**config.mk**
```make
export PLATFORM = sky130hd
export DESIGN_NAME = fifo_wr_arbiter
export DESIGN_NICKNAME = d
export VERILOG_FILES = /design/src/rtl/fifo_wr_arbiter.sv
export SDC_FILE = /design/constraint.sdc
export NUM_CORES = 1
export LEC_CHECK = 0
export ABC_AREA = 1
export CAP_MARGIN = 15
export CORE_AREA = 2 2 144 146
export DETAILED_ROUTE_END_ITERATION = 10
export DIE_AREA = 0 0 146 148
export PLACE_DENSITY = 0.66
export SETUP_SLACK_MARGIN = 0.2
export SYNTH_ARGS = -nofsm -noshare
export SYNTH_HDL_FRONTEND = slang
export SYNTH_SLANG_ARGS = --single-unit
```
**constraint.sdc**
```tcl
create_clock -name clk -period 2.55 [get_ports clk]
set_input_delay 0.255 -clock clk [delete_from_list [all_inputs] [get_ports clk]]
set_output_delay 0.255 -clock clk [all_outputs]
set_load 0.1 [all_outputs]
```
**src/rtl/fifo_wr_arbiter.sv**
```systemverilog
// fifo_wr_arbiter
// Round-robin burst arbiter sharing one FIFO write port between NUM_REQ
// block producers. A grant is held for a whole burst (until req_last or
// BURST_MAX beats), so each producer's words land contiguously.
//
// Ports:
//   clk, rst_n        single clock, asynchronous active-low reset
//   req_valid/last    per-requester word valid and end-of-burst marker
//   req_data          requester i at bits [i*DATA_WIDTH +: DATA_WIDTH]
//   req_ready         per-requester accept (word moves on valid & ready)
//   fifo_wr_data/en   to FIFO write port (combinational from granted slice)
//   fifo_wr_full      stalls an active burst
//   fifo_almost_full  blocks new grants only
//   grant_id          current/last granted requester
//   busy              high in GRANT and XFER
//   stall_cnt         saturating count of full-stall cycles
module fifo_wr_arbiter #(
  parameter int NUM_REQ    = 4,
  parameter int DATA_WIDTH = 66,
  parameter int BURST_MAX  = 16,
  parameter int ID_W       = 2
) (
  input  logic                          clk,
  input  logic                          rst_n,
  input  logic [NUM_REQ-1:0]            req_valid,
  input  logic [NUM_REQ-1:0]            req_last,
  input  logic [NUM_REQ*DATA_WIDTH-1:0] req_data,
  output logic [NUM_REQ-1:0]            req_ready,
  output logic [DATA_WIDTH-1:0]         fifo_wr_data,
  output logic                          fifo_wr_en,
  input  logic                          fifo_wr_full,
  input  logic                          fifo_almost_full,
  output logic [ID_W-1:0]               grant_id,
  output logic                          busy,
  output logic [15:0]                   stall_cnt
);

  typedef enum logic [1:0] {
    IDLE  = 2'd0,
    GRANT = 2'd1,
    XFER  = 2'd2
  } state_e;

  state_e                state_q, state_d;
  logic [ID_W-1:0]       grant_id_q, grant_id_d;
  logic [ID_W-1:0]       rr_ptr_q, rr_ptr_d;
  logic [8:0]            beat_cnt_q, beat_cnt_d;
  logic                  busy_q, busy_d;
  logic [15:0]           stall_cnt_q, stall_cnt_d;
  logic [DATA_WIDTH-1:0] wr_data_q, wr_data_d;

  logic [DATA_WIDTH-1:0] gnt_data;
  logic                  gnt_valid;
  logic                  gnt_last;
  logic                  xfer;
  logic                  take;
  logic                  burst_end;
  logic                  found;
  logic [ID_W-1:0]       win;

  // Select the granted requester's signals with constant indices only, so
  // X on non-granted inputs never reaches the outputs.
  always_comb begin
    gnt_data  = '0;
    gnt_valid = 1'b0;
    gnt_last  = 1'b0;
    for (int unsigned i = 0; i < NUM_REQ; i++) begin
      if (grant_id_q == ID_W'(i)) begin
        gnt_data  = req_data[i*DATA_WIDTH +: DATA_WIDTH];
        gnt_valid = req_valid[i];
        gnt_last  = req_last[i];
      end
    end
  end

  // First valid requester at or after rr_ptr, wrapping at NUM_REQ.
  always_comb begin
    int unsigned     s;
    logic [ID_W-1:0] idx;
    found = 1'b0;
    win   = '0;
    s     = 0;
    idx   = '0;
    for (int unsigned k = 0; k < NUM_REQ; k++) begin
      s = 32'(rr_ptr_q) + k;
      if (s >= 32'(NUM_REQ)) s = s - 32'(NUM_REQ);
      idx = ID_W'(s);
      if (!found && req_valid[idx]) begin
        found = 1'b1;
        win   = idx;
      end
    end
  end

  assign xfer      = (state_q == XFER);
  assign take      = xfer && gnt_valid && !fifo_wr_full;
  assign burst_end = take && (gnt_last || (beat_cnt_q == 9'(BURST_MAX-1)));

  always_comb begin
    req_ready = '0;
    for (int unsigned i = 0; i < NUM_REQ; i++) begin
      req_ready[i] = xfer && (grant_id_q == ID_W'(i)) && !fifo_wr_full;
    end
  end

  // Data passes straight through on a write; otherwise the last written
  // word is held.
  assign fifo_wr_en   = take;
  assign fifo_wr_data = take ? gnt_data : wr_data_q;

  always_comb begin
    state_d     = state_q;
    grant_id_d  = grant_id_q;
    rr_ptr_d    = rr_ptr_q;
    beat_cnt_d  = beat_cnt_q;
    stall_cnt_d = stall_cnt_q;
    wr_data_d   = take ? gnt_data : wr_data_q;
    case (state_q)
      IDLE: begin
        if ((|req_valid) && !fifo_almost_full) state_d = GRANT;
      end
      GRANT: begin
        if (found) begin
          grant_id_d = win;
          beat_cnt_d = '0;
          state_d    = XFER;
        end else begin
          state_d = IDLE;
        end
      end
      XFER: begin
        if (gnt_valid && fifo_wr_full && (stall_cnt_q != '1))
          stall_cnt_d = stall_cnt_q + 16'd1;
        if (take) beat_cnt_d = beat_cnt_q + 9'd1;
        // last and BURST_MAX on the same beat form one end event
        if (burst_end) begin
          rr_ptr_d = (grant_id_q == ID_W'(NUM_REQ-1)) ? '0 : grant_id_q + 1'b1;
          state_d  = IDLE;
        end
      end
      default: state_d = IDLE;
    endcase
    busy_d = (state_d != IDLE);
  end

  always_ff @(posedge clk or negedge rst_n) begin
    if (!rst_n) begin
      state_q     <= IDLE;
      grant_id_q  <= '0;
      rr_ptr_q    <= '0;
      beat_cnt_q  <= '0;
      busy_q      <= 1'b0;
      stall_cnt_q <= '0;
      wr_data_q   <= '0;
    end else begin
      state_q     <= state_d;
      grant_id_q  <= grant_id_d;
      rr_ptr_q    <= rr_ptr_d;
      beat_cnt_q  <= beat_cnt_d;
      busy_q      <= busy_d;
      stall_cnt_q <= stall_cnt_d;
      wr_data_q   <= wr_data_d;
    end
  end

  assign grant_id  = grant_id_q;
  assign busy      = busy_q;
  assign stall_cnt = stall_cnt_q;

endmodule

```
==> flow_metrics.tcl <==
set metrics [dict create \
    synth-edff-count 0 \
    row_count 52 \
    clk_transition_reported_paths_ns 0.07 \
    ys_ff_latch 98 \
    numClockSinks 98 \
    io_buffers 365 \
    hold_path_class "primary input to async pin" \
    crit_slowest_cell "dfrtp_4" \
    numCtsBuffers 9 \
    path_common_cell "buf_12" \
    gp_congestion 0.880 \
    placed_cell_area_sq_um 12100 \
    grt_first_pass_wirelength_mm 46.6 \
    synthFlopType "dfrtp_1" \
    relSlewSlack 0.614 \
    end_kind "primary output" \
    path_class "flop to primary output" \
    slew_viol_final 0 \
    ys_seq_area_frac 0.371 \
    synthCells 987 \
    grt_max_degree 68 \
    cp_max_fo 8 \
    chipWidth_um 146 \
    period_minus_slack_ns 2.72 \
    ant_nets 0 \
    setup_viol 66 \
    netlist_area_sq_um 6610 \
    slowest_delay_ns 0.53 \
    n_fill_cell 1743 \
    cts-htree-levels 3 \
    vias_per_cell 5.04 \
    die_y_um 148 \
    die-area_sq_um 21600 \
    path_cells "inv_4 > ha_4 > inv_4 > nand2_2 > o211ai_1 > nand2_1 > nand2_2 > nor2_4 > buf_12 > buf_12 > o211ai_1 > nand2_8 > buf_12" \
    yosysUniqueCellTypes 31 \
    status "finished with violations" \
    worstPathArrival_ns 2.46 \
    cp-start-kind "flop" \
    dp_hpwl_mm 20.7 \
    firstDrtPassIters 5 \
    drt-initial-drc-count 425 \
    violations "negative setup slack" \
    power.density_nw_per_um2 1400 \
    grt_pass1_vias 8278 \
    grt_overflow 0 \
    fin_ws_ns -0.169 \
    start_util 0.330 \
    rsz0062_at_grt "true" \
    core_area_sq_um 20000 \
    cts_max_path_buffers 2 \
    final_layout_size_suffix_gt1_frac 0.211 \
    max_freq_mhz 368 \
    hold_viol 0 \
    tightestPinTransition_ns 0.579 \
    area_delta_synth_final_pct 99.5 \
    period_share 1.07 \
    syn_area_per_cell_sq_um 6.70 \
    grt_use_total 0.275 \
    nNetsFinal 1642 \
    antenna_found_initial 1 \
    holdWs_ns 0.432 \
    yosysWarnings 0 \
    wl_per_cell_um 19.0 \
    cts_tree "done" \
    routed_wl_mm 31.0 \
    power.leakage_uw 0.00607 \
    synth_nets 1269 \
    ios 366 \
    clockRootBuffer "clkbuf_16" \
    dr_total_vias 8238 \
    final_area_sq_um 13200 \
    post-route-drc-count 0 \
    synth-async-reset-ratio 1.00 \
    skew_ns 0.0103 \
    ir_drop_uv 1210 \
    clk_latency_ns 0.36 \
    critPathRequiredTime_ns 2.30 \
    max_cap_viol_count 0 \
]
## registers in the layout, summed over array words and instances, names as in the netlist
signal and count:
wr_data_q 66, stall_cnt 16, beat_cnt_q 9, grant_id 2
rr_ptr_q 2, state_q 2, busy 1
## layer usage
layer | share of wire | global-route usage | routed length [um] | up-vias
met2 | 0.50 | 0.486 | 15500 | 349
met3 | 0.081 | 0.0753 | 2530 | 41
met5 | 0 | 0 | 0 | -
li1 | - | - | - | 4000
met4 | 0.028 | 0.0738 | 881 | 0
met1 | 0.39 | 0.329 | 12100 | 3848
## Yosys cell counts, types with 3 or more instances
cell	n	share of area
nand2_2	3	0.0028
inv_1	32	0.018
dfrtp_1	98	0.37
o211ai_1	67	0.076
xnor2_1	6	0.0079
nand2_1	457	0.26
inv_2	3	0.0017
clkbuf_1	28	0.016
nor2_1	23	0.013
nor3_1	11	0.0083
o21ai_1	22	0.017
a21oi_1	71	0.054
nand4_1	6	0.0057
nand3_1	44	0.033
buf_6	6	0.010
buf_2	24	0.018
buf_1	6	0.0034
ha_1	6	0.011
nand3b_1	3	0.0034
o21ai_0	47	0.036
xor2_1	11	0.015
## final timing paths
path                            depth (start not counted)               end     startpoint  slack [ns]
worst max-delay path                                   13  fifo_wr_data[42]    grant_id[1]       -0.17
worst min-delay path                                    2     wr_data_q[49]          rst_n        0.43
worst max register to register                         15     wr_data_q[37]    grant_id[1]        0.32
worst min register to register                          1     beat_cnt_q[0]  beat_cnt_q[0]        0.51
max in group asynchronous                               3     wr_data_q[62]          rst_n        1.40
min in group clk                                        1     beat_cnt_q[0]  beat_cnt_q[0]        0.51
## cells by family (layout without fill, tap and decap cells)
group,after synthesis,after routing,share of synthesized area
xor gates and xnor gates,17,17,0.0225
and+or+nand+nor,555,555,0.339
AOI/OAI and AO/OA,208,208,0.183
buffers and inverters,103,481,0.0730
DFF,98,98,0.371
other,0,1,0
adders and majority gates,6,6,0.0114
## stage by stage
stage / setup TNS, ns / setup WS (ns) / util / instances / power, uW
floorplan: 0 / 0.0769 / - / 987 / 11200
global placement: 0 / 0.150 / 0.602 / 1578 / 15500
detailed placement: 0 / 0.139 / 0.602 / 1578 / 15600
CTS: -8.25 / -0.174 / 0.642 / 1618 / 18100
global route: -14.35 / -0.293 / 0.658 / 1636 / 19400
finish: -7.25 / -0.169 / 0.658 / 1636 / 18500
## placed cells by master (no fill, tap or decap), types with 5 or more instances in the layout
| cell | Yosys | routed |
|---|---|---|
| xor2_1 | 11 | 11 |
| inv_4 | 1 | 6 |
| nor2_1 | 23 | 23 |
| buf_4 | 2 | 49 |
| dfrtp_1 | 98 | 96 |
| nor3_1 | 11 | 7 |
| clkbuf_16 | 0 | 15 |
| nor3_4 | 1 | 5 |
| clkdlybuf4s50_1 | 0 | 274 |
| xnor2_1 | 6 | 6 |
| nand2_1 | 457 | 365 |
| nand2_2 | 3 | 28 |
| a21oi_1 | 71 | 71 |
| o21ai_1 | 22 | 31 |
| inv_1 | 32 | 30 |
| buf_16 | 0 | 10 |
| o211ai_1 | 67 | 67 |
| buf_6 | 6 | 6 |
| nand4_1 | 6 | 6 |
| nand2_4 | 0 | 38 |
| nand3_1 | 44 | 44 |
| o21ai_0 | 47 | 36 |
| buf_12 | 0 | 83 |
| nand2_8 | 1 | 30 |
## critical path, delay by kind of cell, from the launching register on
kind                     cells  cell delay, ns
buffers and inverters        5            0.63
flip-flops                   1            0.53
AO/OA/AOI/OAI                2            0.26
AND/OR/NAND/NOR              5            0.51
adder cells (fa/ha/maj)      1            0.17
## report_power, final
part | internal [uW] | switching (uW) | total, uW
combinational | 5310 | 9130 | 14400
sequential | 2080 | 259 | 2340
clock | 1090 | 657 | 1750
## final cells by class
class | instances | area [sq um] | share of cell area
repair buffers | 429 | 5280 | 0.400
multi-input cells | 786 | 4590 | 0.348
flip-flops and latches | 98 | 2460 | 0.186
well taps | 270 | 338 | 0.0256
clock buffers | 10 | 239 | 0.0181
inverters | 36 | 150 | 0.0114
clock inverters | 6 | 136 | 0.0103
diodes | 1 | 2.50 | 0.000190
## timing repair
| item | 4_1_cts | 5_1_grt |
|---|---|---|
| pin swaps | 28 | 32 |
| cloned | 8 | 8 |
| setup buffers | 15 | 9 |
| setup endpoints to repair | 67 | 67 |
| endpoints found under the hold margin | 36 | 0 |
| resized for setup | 19 | 41 |
| hold buffers | 1 | 0 |
Power figures use the tool's default switching activity.
